**src/rtl/fixp_defs.sv**
```systemverilog
// Shared fixed-point constants and FSM encodings for the series-term datapath.
package fixp_defs;
    localparam int          FRAC   = 11;
    localparam logic [15:0] ONE    = 16'h0800;
    localparam logic [15:0] MAXPOS = 16'h7FFF;

    localparam logic [1:0] IDLE = 2'd0;
    localparam logic [1:0] MUL  = 2'd1;
    localparam logic [1:0] DIV  = 2'd2;
    localparam logic [1:0] DONE = 2'd3;
endpackage

```
**src/rtl/seq_divider.sv**
```systemverilog
// Restoring unsigned divider, MSB first, one quotient bit per clock.
module seq_divider #(
    parameter int W  = 16,
    parameter int NW = 8
) (
    input  logic          clk,
    input  logic          custom_reset,
    input  logic          start,
    input  logic [W-1:0]  dividend,
    input  logic [NW-1:0] divisor,
    output logic [W-1:0]  quotient,
    output logic          q_valid
);
    localparam int CW = $clog2(W);

    logic          running;
    logic [CW-1:0] cnt;
    logic [W-1:0]  shreg;
    logic [NW-1:0] rem;
    logic [NW-1:0] dvs;

    logic [NW:0]   trial;
    logic [NW:0]   diff;
    logic          fits;
    logic [NW-1:0] rem_next;

    // The dividend register doubles as the quotient accumulator.
    always_comb begin
        trial    = {rem, shreg[W-1]};
        diff     = trial - {1'b0, dvs};
        fits     = (trial >= {1'b0, dvs});
        rem_next = fits ? diff[NW-1:0] : trial[NW-1:0];
    end

    // Final quotient is presented in the cycle its last bit is resolved.
    assign quotient = {shreg[W-2:0], fits};
    assign q_valid  = running && (cnt == CW'(W - 1));

    always_ff @(posedge clk or posedge custom_reset) begin
        if (custom_reset) begin
            running <= 1'b0;
            cnt     <= '0;
            shreg   <= '0;
            rem     <= '0;
            dvs     <= '0;
        end else if (start) begin
            running <= 1'b1;
            cnt     <= '0;
            shreg   <= dividend;
            rem     <= '0;
            dvs     <= divisor;
        end else if (running) begin
            shreg <= {shreg[W-2:0], fits};
            rem   <= rem_next;
            cnt   <= cnt + 1'b1;
            if (cnt == CW'(W - 1))
                running <= 1'b0;
        end
    end
endmodule

```
**src/rtl/term_next_unit.sv**
```systemverilog
// Next series term: term_out = (term_in * x_in) / n_in in signed Q5.11,
// one multiply cycle followed by a 16-cycle sequential divide.
module term_next_unit
    import fixp_defs::*;
#(
    parameter int W  = 16,
    parameter int NW = 8
) (
    input  logic          clk,
    input  logic          custom_reset,
    input  logic          start,
    input  logic [W-1:0]  term_in,
    input  logic [W-1:0]  x_in,
    input  logic [NW-1:0] n_in,
    output logic          busy,
    output logic [W-1:0]  term_out,
    output logic          load,
    output logic          done,
    output logic          ovf,
    output logic          div_err
);
    logic [1:0]          state;
    logic signed [W-1:0] term_r;
    logic signed [W-1:0] x_r;
    logic [NW-1:0]       n_r;

    logic [2*W+1:0]      prod;
    logic [2*W+1:0]      prod_sh;
    logic [W-1:0]        mul_mag;
    logic                mul_sat;
    logic                sign;
    logic [W-1:0]        quotient;
    logic                q_valid;

    // |-32768| needs 17 bits, so magnitudes are widened before negation.
    function automatic logic [W:0] mag(input logic signed [W-1:0] v);
        return v[W-1] ? ((W+1)'(0) - {1'b1, v}) : {1'b0, v};
    endfunction

    function automatic logic [W-1:0] apply_sign(input logic [W-1:0] m, input logic s);
        return s ? (W'(0) - m) : m;
    endfunction

    always_comb begin
        prod    = mag(term_r) * mag(x_r);
        prod_sh = prod >> FRAC;
        mul_sat = |prod_sh[2*W+1:W-1];
        mul_mag = mul_sat ? MAXPOS : prod_sh[W-1:0];
        sign    = term_r[W-1] ^ x_r[W-1];
    end

    seq_divider #(.W(W), .NW(NW)) u_div (
        .clk          (clk),
        .custom_reset (custom_reset),
        .start        ((state == MUL) && (n_r != '0)),
        .dividend     (mul_mag),
        .divisor      (n_r),
        .quotient     (quotient),
        .q_valid      (q_valid)
    );

    always_ff @(posedge clk) begin
        if (state == IDLE && start) begin
            term_r <= term_in;
            x_r    <= x_in;
            n_r    <= n_in;
        end
    end

    always_ff @(posedge clk or posedge custom_reset) begin
        if (custom_reset) begin
            state    <= IDLE;
            term_out <= ONE;
            ovf      <= 1'b0;
            div_err  <= 1'b0;
        end else begin
            case (state)
                IDLE: if (start) begin
                    state   <= MUL;
                    ovf     <= 1'b0;
                    div_err <= 1'b0;
                end
                MUL: begin
                    ovf <= mul_sat;
                    if (n_r == '0) begin
                        div_err  <= 1'b1;
                        term_out <= apply_sign(MAXPOS, sign);
                        state    <= DONE;
                    end else begin
                        state <= DIV;
                    end
                end
                DIV: if (q_valid) begin
                    term_out <= apply_sign(quotient, sign);
                    state    <= DONE;
                end
                default: state <= IDLE;
            endcase
        end
    end

    assign busy = (state != IDLE);
    assign load = (state == DONE);
    assign done = load;
endmodule
```
**config.mk**
```make
export PLATFORM = sky130hd
export DESIGN_NAME = term_next_unit
export DESIGN_NICKNAME = d
export VERILOG_FILES = /design/src/rtl/fixp_defs.sv /design/src/rtl/seq_divider.sv /design/src/rtl/term_next_unit.sv
export SDC_FILE = /design/constraint.sdc
export NUM_CORES = 1
export LEC_CHECK = 0
export CORE_ASPECT_RATIO = 0.5
export CORE_MARGIN = 5
export CORE_UTILIZATION = 55
export CTS_BUF_LIST = sky130_fd_sc_hd__clkbuf_4 sky130_fd_sc_hd__clkbuf_8 sky130_fd_sc_hd__clkbuf_16
export DETAILED_ROUTE_END_ITERATION = 10
export MAX_ROUTING_LAYER = met4
export PLACE_DENSITY_LB_ADDON = 0.25
export SLEW_MARGIN = 20
export SYNTH_ARGS = -nofsm -noshare
export SYNTH_HDL_FRONTEND = slang
export SYNTH_HIERARCHICAL = 1
export SYNTH_SLANG_ARGS = --single-unit
```
**constraint.sdc**
```tcl
create_clock -name clk -period 15.3 [get_ports clk]
set_clock_uncertainty 0.15 [all_clocks]
set_input_delay 2.295 -clock clk [delete_from_list [all_inputs] [get_ports clk]]
set_output_delay 2.295 -clock clk [all_outputs]
set_load 0.02 [all_outputs]
```
# Word-level counts from Yosys, hierarchy flattened
# Index checks and enable logic that the tools add are counted.
# totals
reg_bits,97
out_inout_bits,21
inputBits,43
wordCells,68
# classes
n_lt_le_gt_ge,1
n_eq_ne,7
multipliers,1
addsub,5
reduce_logical,15
n_bitwise,1
n_mux,26
# ops
cell,count
16-bit 2-to-1 mux,7
17-bit by 17-bit multiplier with 34-bit output,1
17-bit 2-to-1 mux,2
"1-bit by 17-bit subtractor with 17-bit output, first input constant",2
16-bit one-hot mux with 2 select lines,1
8-bit 2-to-1 mux,3
"1-bit by 16-bit subtractor with 16-bit output, first input constant",1
9-bit by 8-bit >= comparator with 1-bit output,1
8-bit zero test,1
4-bit 2-to-1 mux,2
2-bit nonzero test,4
8-bit nonzero test,1
8-bit OR reduction,1
8-bit subtractor,1
1-bit 2-to-1 mux,6
2-bit one-hot mux with 3 select lines,1
3-bit AND reduction,2
"4-bit by 1-bit adder with 4-bit output, second input constant",1
"2-bit == test, second input constant",2
"4-bit == test, second input constant",1
2-bit 2-to-1 mux,2
"2-bit != test, second input constant",2
1-bit one-hot mux with 2 select lines,2
2-bit AND reduction,2
other kinds (5),7

# Longest topological paths before layout
# Gate-level depths: netlist of run 1.
# depth
word_depth,6
depth_mapped,34
ltp_nobuf,31

# Cells and area by module
# Netlist of run 1, hierarchy kept.
# by_module_without_submodules
mod,seq_area_each_um2,n_inst,area_each_um2,cells_per_inst
term_next_unit,1702.9,1,12426.9,1393
seq_divider,925.9,1,2259.7,245

# Least setup slack after synthesis of run 1
# Ideal clock, no wire load.
# synth_timing
path_type,register -> register
startpoint,register term_r[0]
endpoint,register u_div.shreg[10]
t_required_ps,15017
setup_ps,133
t_arrival_ps,7896
setup_slack_ps,7121
path_stages_with_launch,31
cell_sequence,edfxtp_1 -> clkinv_2 -> nand2_1 -> or4_1 -> or2_1 -> or3_4 -> o31a_1 -> xor2_1 -> nand2_1 -> fa_1 -> fa_1 -> fa_1 -> inv_1 -> fa_1 -> fa_1 -> inv_1 -> fa_1 -> inv_1 -> ha_1 -> nand2_1 -> nor3_1 -> nand3_1 -> o211a_1 -> o221ai_1 -> mux2i_1 -> o2111ai_1 -> nor3_2 -> buf_4 -> nand2_1 -> nand2_1 -> o21ai_0
# synth_via
elab_chain_len,6
# synth_lines
item,line,source
from (decl),term_next_unit.sv:23,logic signed [W-1:0] term_r;
from (signal assigned),term_next_unit.sv:64,term_r <= term_in;
1-bit by 17-bit subtractor with 17-bit output,term_next_unit.sv:37,"return v[W-1] ? ((W+1)'(0) - {1'b1, v}) : {1'b0, v};"
17-bit 2-to-1 mux (*),term_next_unit.sv:37,
17-bit by 17-bit multiplier with 34-bit output (*),term_next_unit.sv:45,prod = mag(term_r) * mag(x_r);
8-bit OR reduction,term_next_unit.sv:47,mul_sat = |prod_sh[2*W+1:W-1];
16-bit 2-to-1 mux (*),term_next_unit.sv:48,mul_mag = mul_sat ? MAXPOS : prod_sh[W-1:0];
named net mul_mag[10],term_next_unit.sv:29,logic [W-1:0] mul_mag;
16-bit 2-to-1 mux (*),seq_divider.sv:46,end else if (start) begin
to (signal assigned),seq_divider.sv:49,shreg <= dividend;
to (signal assigned),seq_divider.sv:53,"shreg <= {shreg[W-2:0], fits};"
to (decl),seq_divider.sv:18,logic [W-1:0] shreg;
# Mark *: on every way through the listed nets, which the timed path passes. The rest lies on a longest branch.
# A chain may end at the register's enable or synchronous reset.

# Worst setup path after layout of run 1
# layout_timing
startpoint,register term_r[0]
endpoint,register u_div.shreg[3]
# Same word-level chain as after synthesis.

==> results of run 1 <==
[sequential cells by signal, indices dropped and copies added (netlist names), 4 cells and up]
signal / count
u_div/dvs: 8
u_div/rem: 8
n_r: 8
u_div/cnt: 4
term_out: 16
u_div/shreg: 16
term_r: 16
x_r: 16
[placed cells by master, fill, tap and decap left out, drive strengths merged, types with 10 or more instances in the layout]
master         synthesis  layout
or3                   13      13
xnor2                 43      43
edfxtp                40      40
dfrtp                 56      56
nand2                228     228
nand3                 16      16
buf                   30      18
o21ai                 62      62
and3                  10      10
ha                   122     122
inv                  306     310
o31ai                 15      15
nor2                 147     147
a21o                  17      17
and2                  16      16
xor2                  34      34
fa                   223     223
nand2b                27      27
conb                   2      34
clkdlybuf4s50          0      63
a21oi                 57      57
mux2i                 21      21
[routing by layer]
metal  part of all wire  GRT usage  up-vias
met5                  0          -        -
met4              0.020     0.0593        0
met3              0.087     0.0579       55
met2               0.46      0.399      437
met1               0.44      0.360     5659
li1                   -          -     5240
[through the flow]
step	hold WS (ns)	worst slack, ns	util	area, µm²	std cells
5_1_grt	0.367	4.95	0.607	16000	2055
3_5_place_dp	0.324	5.68	0.594	15700	2038
4_1_cts	0.341	5.65	0.606	16000	2054
2_1_floorplan	0.303	7.12	-	14800	1670
3_3_place_gp	0.312	5.95	0.594	15700	2038
6_report	0.338	5.49	0.607	16000	2055
[logic make-up (layout without fill, tap and decap cells)]
family / Yosys count / in the layout / synth area share
AND/OR/NAND/NOR: 516 / 516 / 0.160
other: 2 / 34 / 0.000511
adder cells (fa/ha/maj): 345 / 345 / 0.408
multiplexers: 22 / 22 / 0.0151
AO/OA/AOI/OAI: 207 / 207 / 0.0892
flip-flops: 97 / 97 / 0.179
buffers and inverters: 372 / 405 / 0.102
XOR/XNOR: 77 / 77 / 0.0464
[area by class of cell]
type	count	area, µm²	area share
multi-input combinational	1201	10700	0.669
sequential	97	2630	0.164
inverter	308	1160	0.0723
timing repair buffer	81	769	0.0481
tap	352	440	0.0275
clock buffer	9	225	0.0141
clock inverter	7	81.3	0.00508
[worst max path at each step]
stage                     depth (start not counted)  slack [ns]                           to                start
after floorplan                                  30        7.12  u_div/shreg[10]$_DFFE_PP0P_  term_r[0]$_DFFE_PP_
after global placement                           29        5.95   u_div/shreg[4]$_DFFE_PP0P_  term_r[0]$_DFFE_PP_
after detailed placement                         29        5.68  u_div/shreg[11]$_DFFE_PP0P_  term_r[0]$_DFFE_PP_
after CTS                                        29        5.65  u_div/shreg[11]$_DFFE_PP0P_  term_r[0]$_DFFE_PP_
after global routing                             29        4.95   u_div/shreg[3]$_DFFE_PP0P_  term_r[0]$_DFFE_PP_
final                                            29        5.49   u_div/shreg[3]$_DFFE_PP0P_  term_r[0]$_DFFE_PP_
[critical path: cells and delay by family, from the launching register on]
kind,cells,cell delay [ns]
AND/OR/NAND/NOR,11,3.09
multiplexers,1,0.30
adder cells (fa/ha/maj),7,3.44
XOR/XNOR,1,0.72
flip-flops,1,0.53
buffers and inverters,4,0.35
AO/OA/AOI/OAI,5,1.08
==> metrics.txt, run 1 <==
grt total ovfl 0; Crit path largest cell delay 0.81 ns; Most used DFF post-synth dfrtp_1; via count 11391; Max Fclk between 100 and 150 MHz; Post-Syn Area 14700 µm²; cts hold-fix bufs 0; CTS Buf Count 9; largest cells by area after synthesis fa_1 (30%), ha_1 (10%), dfrtp_1 (9.5%), edfxtp_1 (8.2%), inv_1 (7.8%); Least-Margin Pin Slew 1.19 ns; DP HPWL around 30000 µm; Synth Warn # 6; clock sinks 97; PortBufs 63; post_cts resized 0; terminus of the critical flop-to-flop path u_div/shreg[3]$_DFFE_PP0P_; n_diodes 0; Worst EP arrival 9.89 ns; period utilisation layout 0.641; postcts setup bufs 0; Post-route DRC 0; first-pass iteration count of the detailed router 6; most used cell, CP fa_1; clk root buf clkbuf_16; largest net degree at the start of global routing 69; Worst slew margin 0.200; first-pass GRT wire length a little over 60000 µm; Setup violations, final 0; die area 30300 µm²; post-synthesis register bit count a little under 100; Hold Path Sink term_out[13]$_DFFE_PP0P_; worst-path maximum fanout 15; count of cell types in the netlist a little under 80; RD Place Congestion 1.02; synthesis-to-layout area growth 8.99%; CP startpoint kind register; MaxCap Viol Count 0; ys async rst share 0.588; setup TNS 0 ns; drt wl/cell 17.9 µm; Min-Delay Path Class reg -> reg; worst r2r src term_r[0]$_DFFE_PP_; critical path's slowest cell nor3_2; total wire length 36700 µm; status complete, no violations; number of fill cells 2248; CP Class reg -> reg; hold path startpoint term_out[13]$_DFFE_PP0P_; Synth area leader fa_1; initial core utilization 0.557; CP Data Required Time 15.39 ns; Worst Setup End Kind register; Total GRT Usage 0.261; num rows 42; CTS tree done; share of layout cells above drive strength 1 0.0346; initial antenna violation count 0; RSZ-0062 raised after global routing no; Routed Antenna Nets 0; sequential-to-total area share from yosys stat 0.179; Slew Viols, Final 0; core area between 20000 and 30000 µm²; Final Hold Violating Endpoints 0; Hold Crit Depth 2; H-tree Lvls 3; Die Span Y 126 µm; vias in the first global route approximately 12000; most common cell in the synthesized netlist inv_1; DR vias/cell about 5.5; Worst R2R Setup Slack 5.49 ns; clk buf depth 2; Post-Synthesis Cells 1638; clk_lat worst skew around 0.38 ns; DRT iter0 DRCs about 1100; Top-Level Pins 64; Yosys top cell area share 0.304; Avg Synthesized Cell Area between 8 and 9 µm²; clk slew on worst S/H paths 0.09 ns; most instantiated cells after synthesis inv_1 (306), nand2_1 (228), fa_1 (223), nor2_1 (147), ha_1 (122); die width 241 µm; number of synthesized flops with an enable pin 40; nets 2086; worst r2r path cells 29; fin crit period 9.81 ns
Power of run 1 is not shown: default switching activity piles up to over one toggle a cycle in this logic, so the estimate is an artifact.
==> run 2, diff against run 1 <==
==> constraint.sdc (replaced) <==
create_clock -name clk -period 9.8 [get_ports clk]
set_clock_uncertainty 0.15 [all_clocks]
set_input_delay 1.47 -clock clk [delete_from_list [all_inputs] [get_ports clk]]
set_output_delay 1.47 -clock clk [all_outputs]
set_load 0.02 [all_outputs]
==> run 2 against run 1 <==
  * Die area stayed put
  * Maximum frequency grew 6.6%
  * Routed wire length fell by 2.4%
  * Utilization is 0.44 points higher
  * Clock-buffer cell count rose by 3
==> metrics.txt, run 2 (same netlist as run 1, synthesis figures left out) <==
status complete, no violations; PortBufs 63; DP HPWL 30000 µm; Least-Margin Pin Slew 1.06 ns; CP startpoint kind register; Post-Place Cells 2049; die area between 30000 and 40000 µm²; Max Fclk about 110 MHz; num rows between 40 and 50; commonest non-fill, non-tap cell in the layout inv_1; drt wl/cell 17.3 µm; Worst slew margin 0.287; hold slack ~0.33 ns; Top-Level Pins 64; clock sinks 97; CTS Buf Count 9; DRT iter0 DRCs 1008; Worst EP arrival just over 9 ns; RD Place Congestion 0.940; Post-route DRC 0; via count 11458; crit path launch term_r[0]$_DFFE_PP_; critical path's slowest cell xor2_1; initial antenna violation count 0; CP Data Required Time just under 10 ns; Worst Setup End Kind register; worst r2r src term_r[0]$_DFFE_PP_; first-pass GRT wire length around 60000 µm; H-tree Lvls 3; Crit path largest cell delay slightly above 0.6 ns; period utilisation layout 0.938; synthesis-to-layout area growth 9.78%; fin cells 2066; share of layout cells above drive strength 1 0.0408; worst-path maximum fanout 15; Total GRT Usage 0.255; core area approximately 26000 µm²; cts hold-fix bufs 0; initial core utilization 0.557; most used cell, CP fa_1; clk_lat worst skew 0.37 ns; die width 241 µm; setup TNS 0 ns; postcts setup bufs 0; RSZ-0062 raised after global routing no; hold path startpoint term_out[0]$_DFFE_PP0P_; grt total ovfl 0; largest net degree at the start of global routing 69; fin crit period 9.20 ns; Min-Delay Path Class reg -> reg; DR vias/cell 5.55; vias in the first global route 11731; Routed Antenna Nets 0; CTS tree done; CP Class reg -> reg; post_cts resized 0; clk slew on worst S/H paths 0.07 ns; commonest non-fill, non-tap cells in the layout inv_1 (306), nand2_1 (228), fa_1 (223); nets roughly 2100; total wire length 35800 µm; clk buf depth 2; Die Span Y 126 µm; n_diodes 0; Slew Viols, Final 0; Final Hold Violating Endpoints 0; number of fill cells about 2300; MaxCap Viol Count 0; clk root buf clkbuf_16; Setup violations, final 0; first-pass iteration count of the detailed router 5
==> run 2: changes by cell type in the layout (fill, tap and decap cells not counted) <==
cell / change
buf_8: +1
buf_6: -1
clkbuf_16: +2
inv_12: -1
clkinv_4: -2
buf_4: +11
clkbuf_8: +1
==> run 2: worst paths after layout <==
path,endpoint,cells after the start,slack (ns)
setup / recovery,u_div/shreg[2]$_DFFE_PP0P_,29,0.60
hold / removal,term_out[0]$_DFFE_PP0P_,1,0.33
setup reg to reg,u_div/shreg[2]$_DFFE_PP0P_,29,0.60
hold reg to reg,term_out[0]$_DFFE_PP0P_,1,0.33
max in group asynchronous,state[1]$_DFFE_PP0P_,2,7.63
min in group asynchronous,state[0]$_DFFE_PP0P_,2,1.40
==> run 2: metrics by stage <==
stage,instance area (µm²),util,worst slack [ns]
detailed placement,15800,0.598,0.792
floorplan,14800,-,1.62
finish,16100,0.611,0.603
global route,16100,0.611,0.223
global placement,15800,0.598,1.08
CTS,16100,0.611,0.785
==> run 2: worst max-delay path: cells and delay by family (launching register included) <==
family,cells,cell delay (ns)
AND/OR/NAND/NOR,10,2.23
AO/OA/AOI/OAI,6,1.60
XOR/XNOR,1,0.61
flip-flops,1,0.52
adder cells (fa/ha/maj),7,3.41
buffers and inverters,5,0.58
==> run 2: routing by layer <==
| layer | part of all wire | vias up | GRT usage | wire length [µm] |
|---|---|---|---|---|
| met1 | 0.45 | 5697 | 0.360 | 16000 |
| li1 | - | 5269 | - | - |
| met4 | 0.011 | 0 | 0.0464 | 377 |
| met3 | 0.079 | 39 | 0.0420 | 2840 |
| met5 | 0 | - | - | 0 |
| met2 | 0.46 | 453 | 0.397 | 16600 |
==> run 2: area by class of cell <==
| class | instances | area (µm²) | share of cell area |
|---|---|---|---|
| Timing Repair Buffer | 92 | 856 | 0.0531 |
| Multi-Input combinational cell | 1201 | 10700 | 0.664 |
| Clock buffer | 12 | 289 | 0.0179 |
| Inverter | 308 | 1160 | 0.0718 |
| Sequential cell | 97 | 2630 | 0.163 |
| Clock inverter | 4 | 47.5 | 0.00295 |
| Tap cell | 352 | 440 | 0.0273 |
Power of run 2 is left out for the same reason.
==> run 3, diff against run 2 <==
--- a/config.mk
+++ b/config.mk
@@ -12,6 +12,7 @@
 export DETAILED_ROUTE_END_ITERATION = 10
 export MAX_ROUTING_LAYER = met4
 export PLACE_DENSITY_LB_ADDON = 0.25
+export SKIP_CTS_REPAIR_TIMING = 1
 export SLEW_MARGIN = 20
 export SYNTH_ARGS = -nofsm -noshare
 export SYNTH_HDL_FRONTEND = slang
==> results of run 3 <==
The final DEF is identical to that of run 2; final timing and power are the same.
Power of run 3 is left out for the same reason.
